**src/rtl/fpu_vec_sequencer.sv**
```systemverilog
// fpu_vec_sequencer: memory-side sequencer for a combinational vector fpu.
// Loads vector A (and B unless SMUL) from 16-bit word memory into Va/Vb,
// asserts one op strobe until fpu_done, then stores the result to addr_d
// (LANES words, or a single Sout word for VDOT).
// Optional feature: define FPU_SEQ_TIMEOUT_EN to bound the EXEC wait to TIMEOUT
// cycles; on expiry STORE is skipped and DONE reports err=1.
module fpu_vec_sequencer #(
    parameter int ADDR_W  = 16,
    parameter int LANES   = 16,
    parameter int TIMEOUT = 255
) (
    input  logic                  clk,
    input  logic                  rst,
    input  logic                  start,
    input  logic [2:0]            op,
    input  logic [ADDR_W-1:0]     addr_a,
    input  logic [ADDR_W-1:0]     addr_b,
    input  logic [ADDR_W-1:0]     addr_d,
    input  logic [15:0]           sa_in,
    output logic                  busy,
    output logic                  done,
    output logic                  err,
    output logic                  mem_req,
    output logic                  mem_we,
    output logic [ADDR_W-1:0]     mem_addr,
    output logic [15:0]           mem_wdata,
    input  logic [15:0]           mem_rdata,
    input  logic                  mem_ack,
    output logic [LANES*16-1:0]   Va,
    output logic [LANES*16-1:0]   Vb,
    output logic [15:0]           Sa,
    output logic                  VADD,
    output logic                  VDOT,
    output logic                  SMUL,
    input  logic                  fpu_done,
    input  logic [LANES*16-1:0]   Vout,
    input  logic [15:0]           Sout
);

    localparam int VW = LANES * 16;
    localparam int BW = (LANES > 1) ? $clog2(LANES) : 1;

    typedef enum logic [2:0] {
        S_IDLE, S_LOAD_A, S_LOAD_B, S_EXEC, S_STORE, S_DONE
    } state_t;

    state_t              state_q, state_d;
    logic [2:0]          op_q;           // {VADD, VDOT, SMUL}
    logic [ADDR_W-1:0]   base_a_q, base_b_q, base_d_q;
    logic [BW-1:0]       beat_q;
    logic [VW-1:0]       result_q;
    logic                err_q;

    logic op_legal, beat_done, last_beat, store_last, exec_timeout;

    assign op_legal   = (op == 3'b100) || (op == 3'b010) || (op == 3'b001);
    assign beat_done  = mem_req & mem_ack;
    assign last_beat  = (beat_q == BW'(LANES - 1));
    // VDOT writes back a single scalar word
    assign store_last = op_q[1] ? (beat_q == '0) : last_beat;

`ifdef FPU_SEQ_TIMEOUT_EN
    localparam int EW = $clog2(TIMEOUT + 1);
    logic [EW-1:0] exec_cnt_q;

    assign exec_timeout = (state_q == S_EXEC) && !fpu_done &&
                          (exec_cnt_q == EW'(TIMEOUT - 1));

    // Count EXEC cycles; cleared whenever the FSM is elsewhere
    always_ff @(posedge clk) begin
        if (rst || state_q != S_EXEC) exec_cnt_q <= '0;
        else                          exec_cnt_q <= exec_cnt_q + 1'b1;
    end
`else
    logic unused_timeout;
    assign exec_timeout   = 1'b0;
    assign unused_timeout = ^TIMEOUT;
`endif

    // State register
    always_ff @(posedge clk) begin
        // NOTE: sequential state uses non-blocking assignments so every register samples pre-edge values.
        if (rst) state_q <= S_IDLE;
        else     state_q <= state_d;
    end

    // Next-state logic
    always_comb begin
        // NOTE: default first so no path leaves state_d unassigned and no latch is inferred.
        state_d = state_q;
        unique case (state_q)
            S_IDLE:   if (start) state_d = op_legal ? S_LOAD_A : S_DONE;
            S_LOAD_A: if (beat_done && last_beat) state_d = op_q[0] ? S_EXEC : S_LOAD_B;
            S_LOAD_B: if (beat_done && last_beat) state_d = S_EXEC;
            S_EXEC: begin
                if (fpu_done)          state_d = S_STORE;
                else if (exec_timeout) state_d = S_DONE;
            end
            S_STORE:  if (beat_done && store_last) state_d = S_DONE;
            S_DONE:   state_d = S_IDLE;
            default:  state_d = S_IDLE;
        endcase
    end

    // Output decode: memory bus, op strobes and status
    always_comb begin
        busy      = (state_q != S_IDLE);
        done      = 1'b0;
        err       = 1'b0;
        mem_req   = 1'b0;
        mem_we    = 1'b0;
        mem_addr  = '0;
        mem_wdata = '0;
        VADD      = 1'b0;
        VDOT      = 1'b0;
        SMUL      = 1'b0;
        unique case (state_q)
            S_LOAD_A: begin
                mem_req  = 1'b1;
                mem_addr = base_a_q + ADDR_W'(beat_q);
            end
            S_LOAD_B: begin
                mem_req  = 1'b1;
                mem_addr = base_b_q + ADDR_W'(beat_q);
            end
            S_EXEC: {VADD, VDOT, SMUL} = op_q;
            S_STORE: begin
                mem_req   = 1'b1;
                mem_we    = 1'b1;
                mem_addr  = base_d_q + ADDR_W'(beat_q);
                mem_wdata = result_q[beat_q*16 +: 16];
            end
            S_DONE: begin
                done = 1'b1;
                err  = err_q;
            end
            default: ;
        endcase
    end

    // Command capture, operand loading, beat counter and error flag
    always_ff @(posedge clk) begin
        if (rst) begin
            op_q     <= '0;
            base_a_q <= '0;
            base_b_q <= '0;
            base_d_q <= '0;
            beat_q   <= '0;
            err_q    <= 1'b0;
            Va       <= '0;
            Vb       <= '0;
            Sa       <= '0;
        end else begin
            unique case (state_q)
                S_IDLE: if (start) begin
                    op_q     <= op;
                    base_a_q <= addr_a;
                    base_b_q <= addr_b;
                    base_d_q <= addr_d;
                    Sa       <= sa_in;
                    beat_q   <= '0;
                    err_q    <= !op_legal;
                    // SMUL never loads B, so present a clean zero vector
                    if (op_legal && op[0]) Vb <= '0;
                end
                S_LOAD_A: if (beat_done) begin
                    Va[beat_q*16 +: 16] <= mem_rdata;
                    beat_q <= last_beat ? '0 : beat_q + 1'b1;
                end
                S_LOAD_B: if (beat_done) begin
                    Vb[beat_q*16 +: 16] <= mem_rdata;
                    beat_q <= last_beat ? '0 : beat_q + 1'b1;
                end
                S_EXEC: if (!fpu_done && exec_timeout) err_q <= 1'b1;
                S_STORE: if (beat_done) begin
                    beat_q <= store_last ? '0 : beat_q + 1'b1;
                end
                default: ;
            endcase
        end
    end

    // Capture the fpu result on the first fpu_done cycle of EXEC
    always_ff @(posedge clk) begin
        // NOTE: result_q has no reset: EXEC always writes it before STORE reads it.
        if (state_q == S_EXEC && fpu_done)
            result_q <= op_q[1] ? {{(VW-16){1'b0}}, Sout} : Vout;
    end

endmodule

```
**config.mk**
```make
export PLATFORM = sky130hd
export DESIGN_NAME = fpu_vec_sequencer
export DESIGN_NICKNAME = d
export VERILOG_FILES = /design/src/rtl/fpu_vec_sequencer.sv
export SDC_FILE = /design/constraint.sdc
export NUM_CORES = 2
export LEC_CHECK = 0
export ABC_AREA = 1
export CAP_MARGIN = 20
export CORE_AREA = 2 2 364 366
export CTS_BUF_LIST = sky130_fd_sc_hd__clkbuf_4 sky130_fd_sc_hd__clkbuf_8
export DETAILED_ROUTE_END_ITERATION = 16
export DIE_AREA = 0 0 366 368
export PLACE_DENSITY = 0.51
export SYNTH_ARGS = -nofsm -noshare
export SYNTH_HDL_FRONTEND = slang
export SYNTH_SLANG_ARGS = --single-unit
export TNS_END_PERCENT = 20
```
**constraint.sdc**
```tcl
create_clock -name clk -period 13.8 [get_ports clk]
set_clock_uncertainty 0.1 [all_clocks]
set_input_delay 2.76 -clock clk [delete_from_list [all_inputs] [get_ports clk]]
set_output_delay 2.76 -clock clk [all_outputs]
set_load 0.02 [all_outputs]
```
---- Word-level counts from Yosys, hierarchy flattened ----
Cells that the tools add are included.
cells by class
  $add $sub $neg .......................... 5
  equality and inequality tests ........... 18
  shifts and indexed selects .............. 3
  mux-type cells .......................... 31
  bitwise logic cells ..................... 1
  reduce and logical (&&, ||, !) cells .... 19
operators by type and width
  kind                       count
  $mux 256                   3
  $bwmux 256                 2
  $pmux 256 s2               1
  $shift 16x34->256 const A  1
  $shiftx 16x34->256         1
  $shiftx 256x9->16          1
  $add 16x4->16              3
  $pmux 16 s3                1
  $neg 8->34                 1
  $mux 16                    2
  $mux 4                     5
  $mux 3                     6
  $ne 2x2->1 const B         8
  $pmux 3 s5                 1
  $pmux 4 s3                 1
  $eq 3x2->1 const B         3
  $eq 3x3->1 const B         3
  $mux 1                     9
  $reduce_and 4->1           2
  $eq 3x1->1 const B         2
  $reduce_bool 3->1          2
  $reduce_and 5->1           1
  $add 4x1->4 const B        1
  $eq 4x4->1 const B         1
  11 further kinds           16
word-level totals
  bits in registers ....................... 843

---- Longest topological paths before layout ----
  depth after elaboration ................. 7
  depth in mapped cells ................... 19
  depth with buffers taken out ............ 17

---- Worst setup path after synthesis ----
No wires, ideal clock.
  path type ............................... input to register
  start point ............................. in fpu_done
  end point ............................... reg result_q[0], enable pin
  library setup time ...................... 0.879 ns
  arrival ................................. 13.304 ns
  data required time ...................... 12.821 ns
  path slack .............................. -0.483 ns
  stages on the path ...................... 2
  cells stage by stage .................... inv_1 > nor2_1
on the way
  word-level cells in the longest chain between the ends .. 1
ends and longest elaborated chain
  item                  RTL line  text
  start, declared       35        input logic fpu_done,
  $logic_and 1x1->1     186       if (state_q == S_EXEC && fpu_done)
  end signal, assigned  187       result_q <= op_q[1] ? {{(VW-16){1'b0}}, Sout} : Vout;
  end, declared         51        logic [VW-1:0] result_q;
No other way between the ends.
A chain may end at the register's enable or synchronous reset.

---- Worst setup path in the final report ----
  start point ............................. reg state_q[0]
  end point ............................... out mem_addr[15]
on the way
  word-level cells in the longest chain between the ends .. 2
  elaborated cells between the ends (all ways) .. 4
  classes of those cells .................. eq/ne: 3; mux: 1
ends and longest elaborated chain
  item                                      RTL line  text
  start, declared                           47        state_t state_q, state_d;
  start signal, assigned                    84        else state_q <= state_d;
  $eq 3x3->1, or another cell as far along  117       unique case (state_q)
  $pmux 16 s3 (*)                           117
  end, declared                             25        output logic [ADDR_W-1:0] mem_addr,
Mark *: on every way between the ends. The rest lies on a longest branch, timed or not.

==> reports/metrics.sh <==
HOLD_PATH_CLASS='reg2reg'
MET3_WIRELENGTH_MM=13.4
YS_WARN_COUNT=0
YS_ASYNC_SR_FRACTION_PCT=0
CLK_PIN_SLEW_WORST_PATHS_NS=0.06
LAYOUT.CELLS.MOST_COMMON='sky130_fd_sc_hd__clkdlybuf4s50_1'
DETAIL_ROUTE.DRC_VIOLATIONS=0
NUM_IO_PINS=928
SYNTH_AREA_MM2=0.0343
SYNTH-SEQ-AREA-SHARE_PCT=56.7
WORST_SKEW_PAIR.LATE_LATENCY_NS=0.91
SETUP_VIOL=0
CTS_ROOT_BUF='sky130_fd_sc_hd__clkbuf_8'
LEAKAGE_POWER_SUMMED_OVER_ALL_CELLS_nW=17.9
CTS_HOLD_REPAIR.BUFFERS=0
WORST_IR_DROP_VDD_V=0.000157
WORST-ENDPOINT-REQUIRED_NS=10.94
SUMMED_NEGATIVE_SETUP_SLACK_OVER_ALL_ENDPOINTS_NS=0
FMAX_MHz=125
CTSRESIZECOUNT=0
COUNT_OF_CELL_TYPES_IN_THE_NETLIST=39
AVERAGE_VIAS_PER_PLACED_INSTANCE=4.75
TOTAL_VIA_COUNT_IN_THE_ROUTED_DESIGN=32763
DIEAREA_MM2=0.135
TIMING.CRITICAL_PATH.FROM='state_q[0]'
SLEW_HEADROOM_PCT=25.3
POST_ROUTE_M1_WL_MM=66.8
TRITONCTS='done'
DETAIL_ROUTE.FIRST_PASS.ITERATIONS=6
GRT_OVERFLOW=0
WORST_SETUP_PATH_START_KIND='flop'
GR-USAGE-ALL-LAYERS_PCT=23.5
POST_CTS_BUFFERS=0
AREA_GROWTH_PCT=41.2
FINALWORSTPATHREQUIREDPERIOD_NS=8.02
SYNTH_EDF_COUNT=256
DRT-TOTAL-WL_MM=164
MAXUSEDROUTINGLAYER='met5'
GRT_START_MAX_NET_PINS=191
NETLIST_INSTANCES=4170
FINALHOLDVIOLCOUNT=0
FINALNETCOUNT=5382
POWERDENSITY_mW_PER_MM2=156
FIN_MAX_SLEW_VIOS=0
CRITICAL_PATH.REG2REG.STARTPOINT='beat_q[1]'
FINALWEIGHTEDCONGESTION=0.878
FP.DIEW_UM=366
CRITICAL_PATH.MAX_FANOUT=30
FIRST_GLOBAL_VIAS=31632
CTSHTREEMAXLEVEL=4
RUN_STATUS='complete, no violations'
INITIAL_UTILIZATION_PCT=26.2
POST_ROUTE_CELLS_DRIVE_ABOVE_1_SHARE_PCT=7.66
WORSTMARGINPINSLEW_NS=1.12
CHIPHEIGHT_UM=368
MOSTFREQUENTLAYOUTCELLS='sky130_fd_sc_hd__clkdlybuf4s50_1, sky130_fd_sc_hd__nor2_1, sky130_fd_sc_hd__nand2_1'
ROUTE.DETAILED.WL_PER_INST_UM=23.8
INITIALDRTVIOLATIONCOUNT=2740
CTS_NUM_SINKS=843
YOSYS_REGISTER_BITS=843
SYNTHESIS.NETS=4542
MET2ROUTEDLENGTH_MM=75.8
TIMING.CRITICAL_PATH.TO_TYPE='primary output'
CRIT_ARRIVAL_NS=5.16
CAP_VIOL_MAX_COUNT=0
POSTSYNTHAREAPERCELL_UM2=8.23
PLACEMENT_ROW_COUNT=133
FINAL_PERIOD_UTILIZATION_PCT=58.2
TIMING.HOLD.WORST.START='base_d_q[15]'
YS.FLOP_TYPE='sky130_fd_sc_hd__dfxtp_1'
ANTENNA_FOUND_INITIAL=25
CRITPATHCAPTURE='mem_addr[15]'
MAX_BUFFERS_ROOT_TO_SINK=3
RSZ0062_AT_GRT='false'
HALF_PERIMETER_WIRE_LENGTH_AFTER_PLACEMENT_MM=120
ANTENNA_VIOLATION_NET_COUNT_AFTER_DETAILED_ROUTING=0
R2R_CELL_COUNT=11
CORE_AREA_MM2=0.131
REG2REG_TO='Va[159]'
WORST-R2R-SETUP-SLACK_NS=8.61
CRITICALPATHCATEGORY='reg2out'
FINALCOREUTILIZATION_PCT=37.0
CTS-BUFFERS-INSERTED=156
NUMPORTBUFFERS=927
GRT_PASS1_WL_MM=230
-- worst min-delay path by stage --
| stage | endpoint | slack (ns) | depth (start not counted) |
|---|---|---|---|
| 6_report | base_d_q[15] | 0.35 | 2 |
| 5_1_grt | Vb[49] | 0.37 | 2 |
| 3_3_place_gp | base_d_q[15] | 0.34 | 2 |
| 2_1_floorplan | base_a_q[0] | 0.33 | 2 |
| 3_5_place_dp | base_d_q[15] | 0.35 | 2 |
| 4_1_cts | base_d_q[15] | 0.36 | 2 |
-- through the flow --
step	cell area [um^2]	hold slack, ns	cells	worst slack (ns)	total power [mW]
after CTS	48400	0.356	6882	5.73	7.61
after floorplan	34300	0.329	4170	3.81	3.99
final	48400	0.354	6899	5.78	7.53
after global placement	44900	0.344	6603	6.86	4.93
after detailed placement	45000	0.347	6605	6.74	4.94
after global routing	48400	0.373	6897	5.40	7.89
-- area by class of cell --
class | instances | area, um^2
fillers | 13759 | 82400
flip-flops and latches | 843 | 19500
multi-input cells | 2651 | 12200
repair buffers | 965 | 9630
clock buffers | 230 | 2840
well taps | 1755 | 2200
inverters | 393 | 1490
clock inverters | 47 | 557
diodes | 15 | 37.5
-- cell usage after synthesis (11+ instances only) --
| cell type | n | area [um^2] |
|---|---|---|
| sky130_fd_sc_hd__nand4_1 | 32 | 200 |
| sky130_fd_sc_hd__nor2_2 | 20 | 125 |
| sky130_fd_sc_hd__nor2_1 | 732 | 2750 |
| sky130_fd_sc_hd__nand2_1 | 622 | 2330 |
| sky130_fd_sc_hd__o21ai_0 | 353 | 1770 |
| sky130_fd_sc_hd__o22ai_1 | 21 | 131 |
| sky130_fd_sc_hd__o211ai_1 | 20 | 150 |
| sky130_fd_sc_hd__nand2_2 | 18 | 113 |
| sky130_fd_sc_hd__clkbuf_1 | 180 | 676 |
| sky130_fd_sc_hd__nor3_1 | 44 | 220 |
| sky130_fd_sc_hd__o21ai_1 | 50 | 250 |
| sky130_fd_sc_hd__a211oi_1 | 36 | 270 |
| sky130_fd_sc_hd__inv_2 | 16 | 60.1 |
| sky130_fd_sc_hd__ha_1 | 11 | 138 |
| sky130_fd_sc_hd__nand3_1 | 137 | 686 |
| sky130_fd_sc_hd__a21oi_1 | 484 | 2420 |
| sky130_fd_sc_hd__o221ai_1 | 48 | 420 |
| sky130_fd_sc_hd__inv_1 | 375 | 1410 |
| sky130_fd_sc_hd__edfxtp_1 | 256 | 7690 |
| sky130_fd_sc_hd__buf_2 | 86 | 430 |
| sky130_fd_sc_hd__dfxtp_1 | 587 | 11800 |
-- state kept, by name, indices dropped and copies added (netlist names) --
signal,cells
Sa,16
Vb,256
err_q,1
base_d_q,16
base_b_q,16
op_q,3
Va,256
beat_q,4
base_a_q,16
result_q,256
state_q,3
-- worst max-delay path: stages (launching register included) --
cell and delay (ns):
sky130_fd_sc_hd__dfxtp_1 0.43, sky130_fd_sc_hd__inv_2 0.08, sky130_fd_sc_hd__nand3_1 0.40, sky130_fd_sc_hd__buf_4 0.35, sky130_fd_sc_hd__inv_2 0.06, sky130_fd_sc_hd__buf_4 0.26
sky130_fd_sc_hd__nand2_1 0.12, sky130_fd_sc_hd__o221ai_1 0.12, sky130_fd_sc_hd__ha_1 0.38, sky130_fd_sc_hd__nand3_1 0.10, sky130_fd_sc_hd__nand2_1 0.11, sky130_fd_sc_hd__nand2_1 0.07
sky130_fd_sc_hd__nand2_1 0.06, sky130_fd_sc_hd__nand2_1 0.09, sky130_fd_sc_hd__nor2_2 0.31, sky130_fd_sc_hd__nand3_1 0.23, sky130_fd_sc_hd__nand2_1 0.11, sky130_fd_sc_hd__nand2_1 0.05
sky130_fd_sc_hd__nor2_1 0.25, sky130_fd_sc_hd__clkdlybuf4s50_1 0.67
-- per-layer routing --
metal  vias to the layer above  GRT usage [%]
met2                      1333           38.0
met5                         -              0
met1                     15609           28.4
met3                       313           7.24
met4                        28           10.9
li1                      15480              -
-- report_power, final --
part / switching (mW) / internal, mW / total, mW
clock: 1.19 / 1.47 / 2.66
combinational: 1.51 / 0.528 / 2.03
sequential: 0.129 / 2.71 / 2.84
total: 2.82 / 4.71 / 7.53
-- kinds of logic after synthesis --
kind of cell / Yosys count / share of synthesized area (%)
AO/OA/AOI/OAI: 1017 / 15.9
XOR/XNOR: 1 / 0.0255
adder cells (fa/ha/maj): 12 / 0.459
buffers and inverters: 676 / 7.80
flip-flops: 843 / 56.7
AND/OR/NAND/NOR: 1621 / 19.2
(Power assumes the default switching activity.)
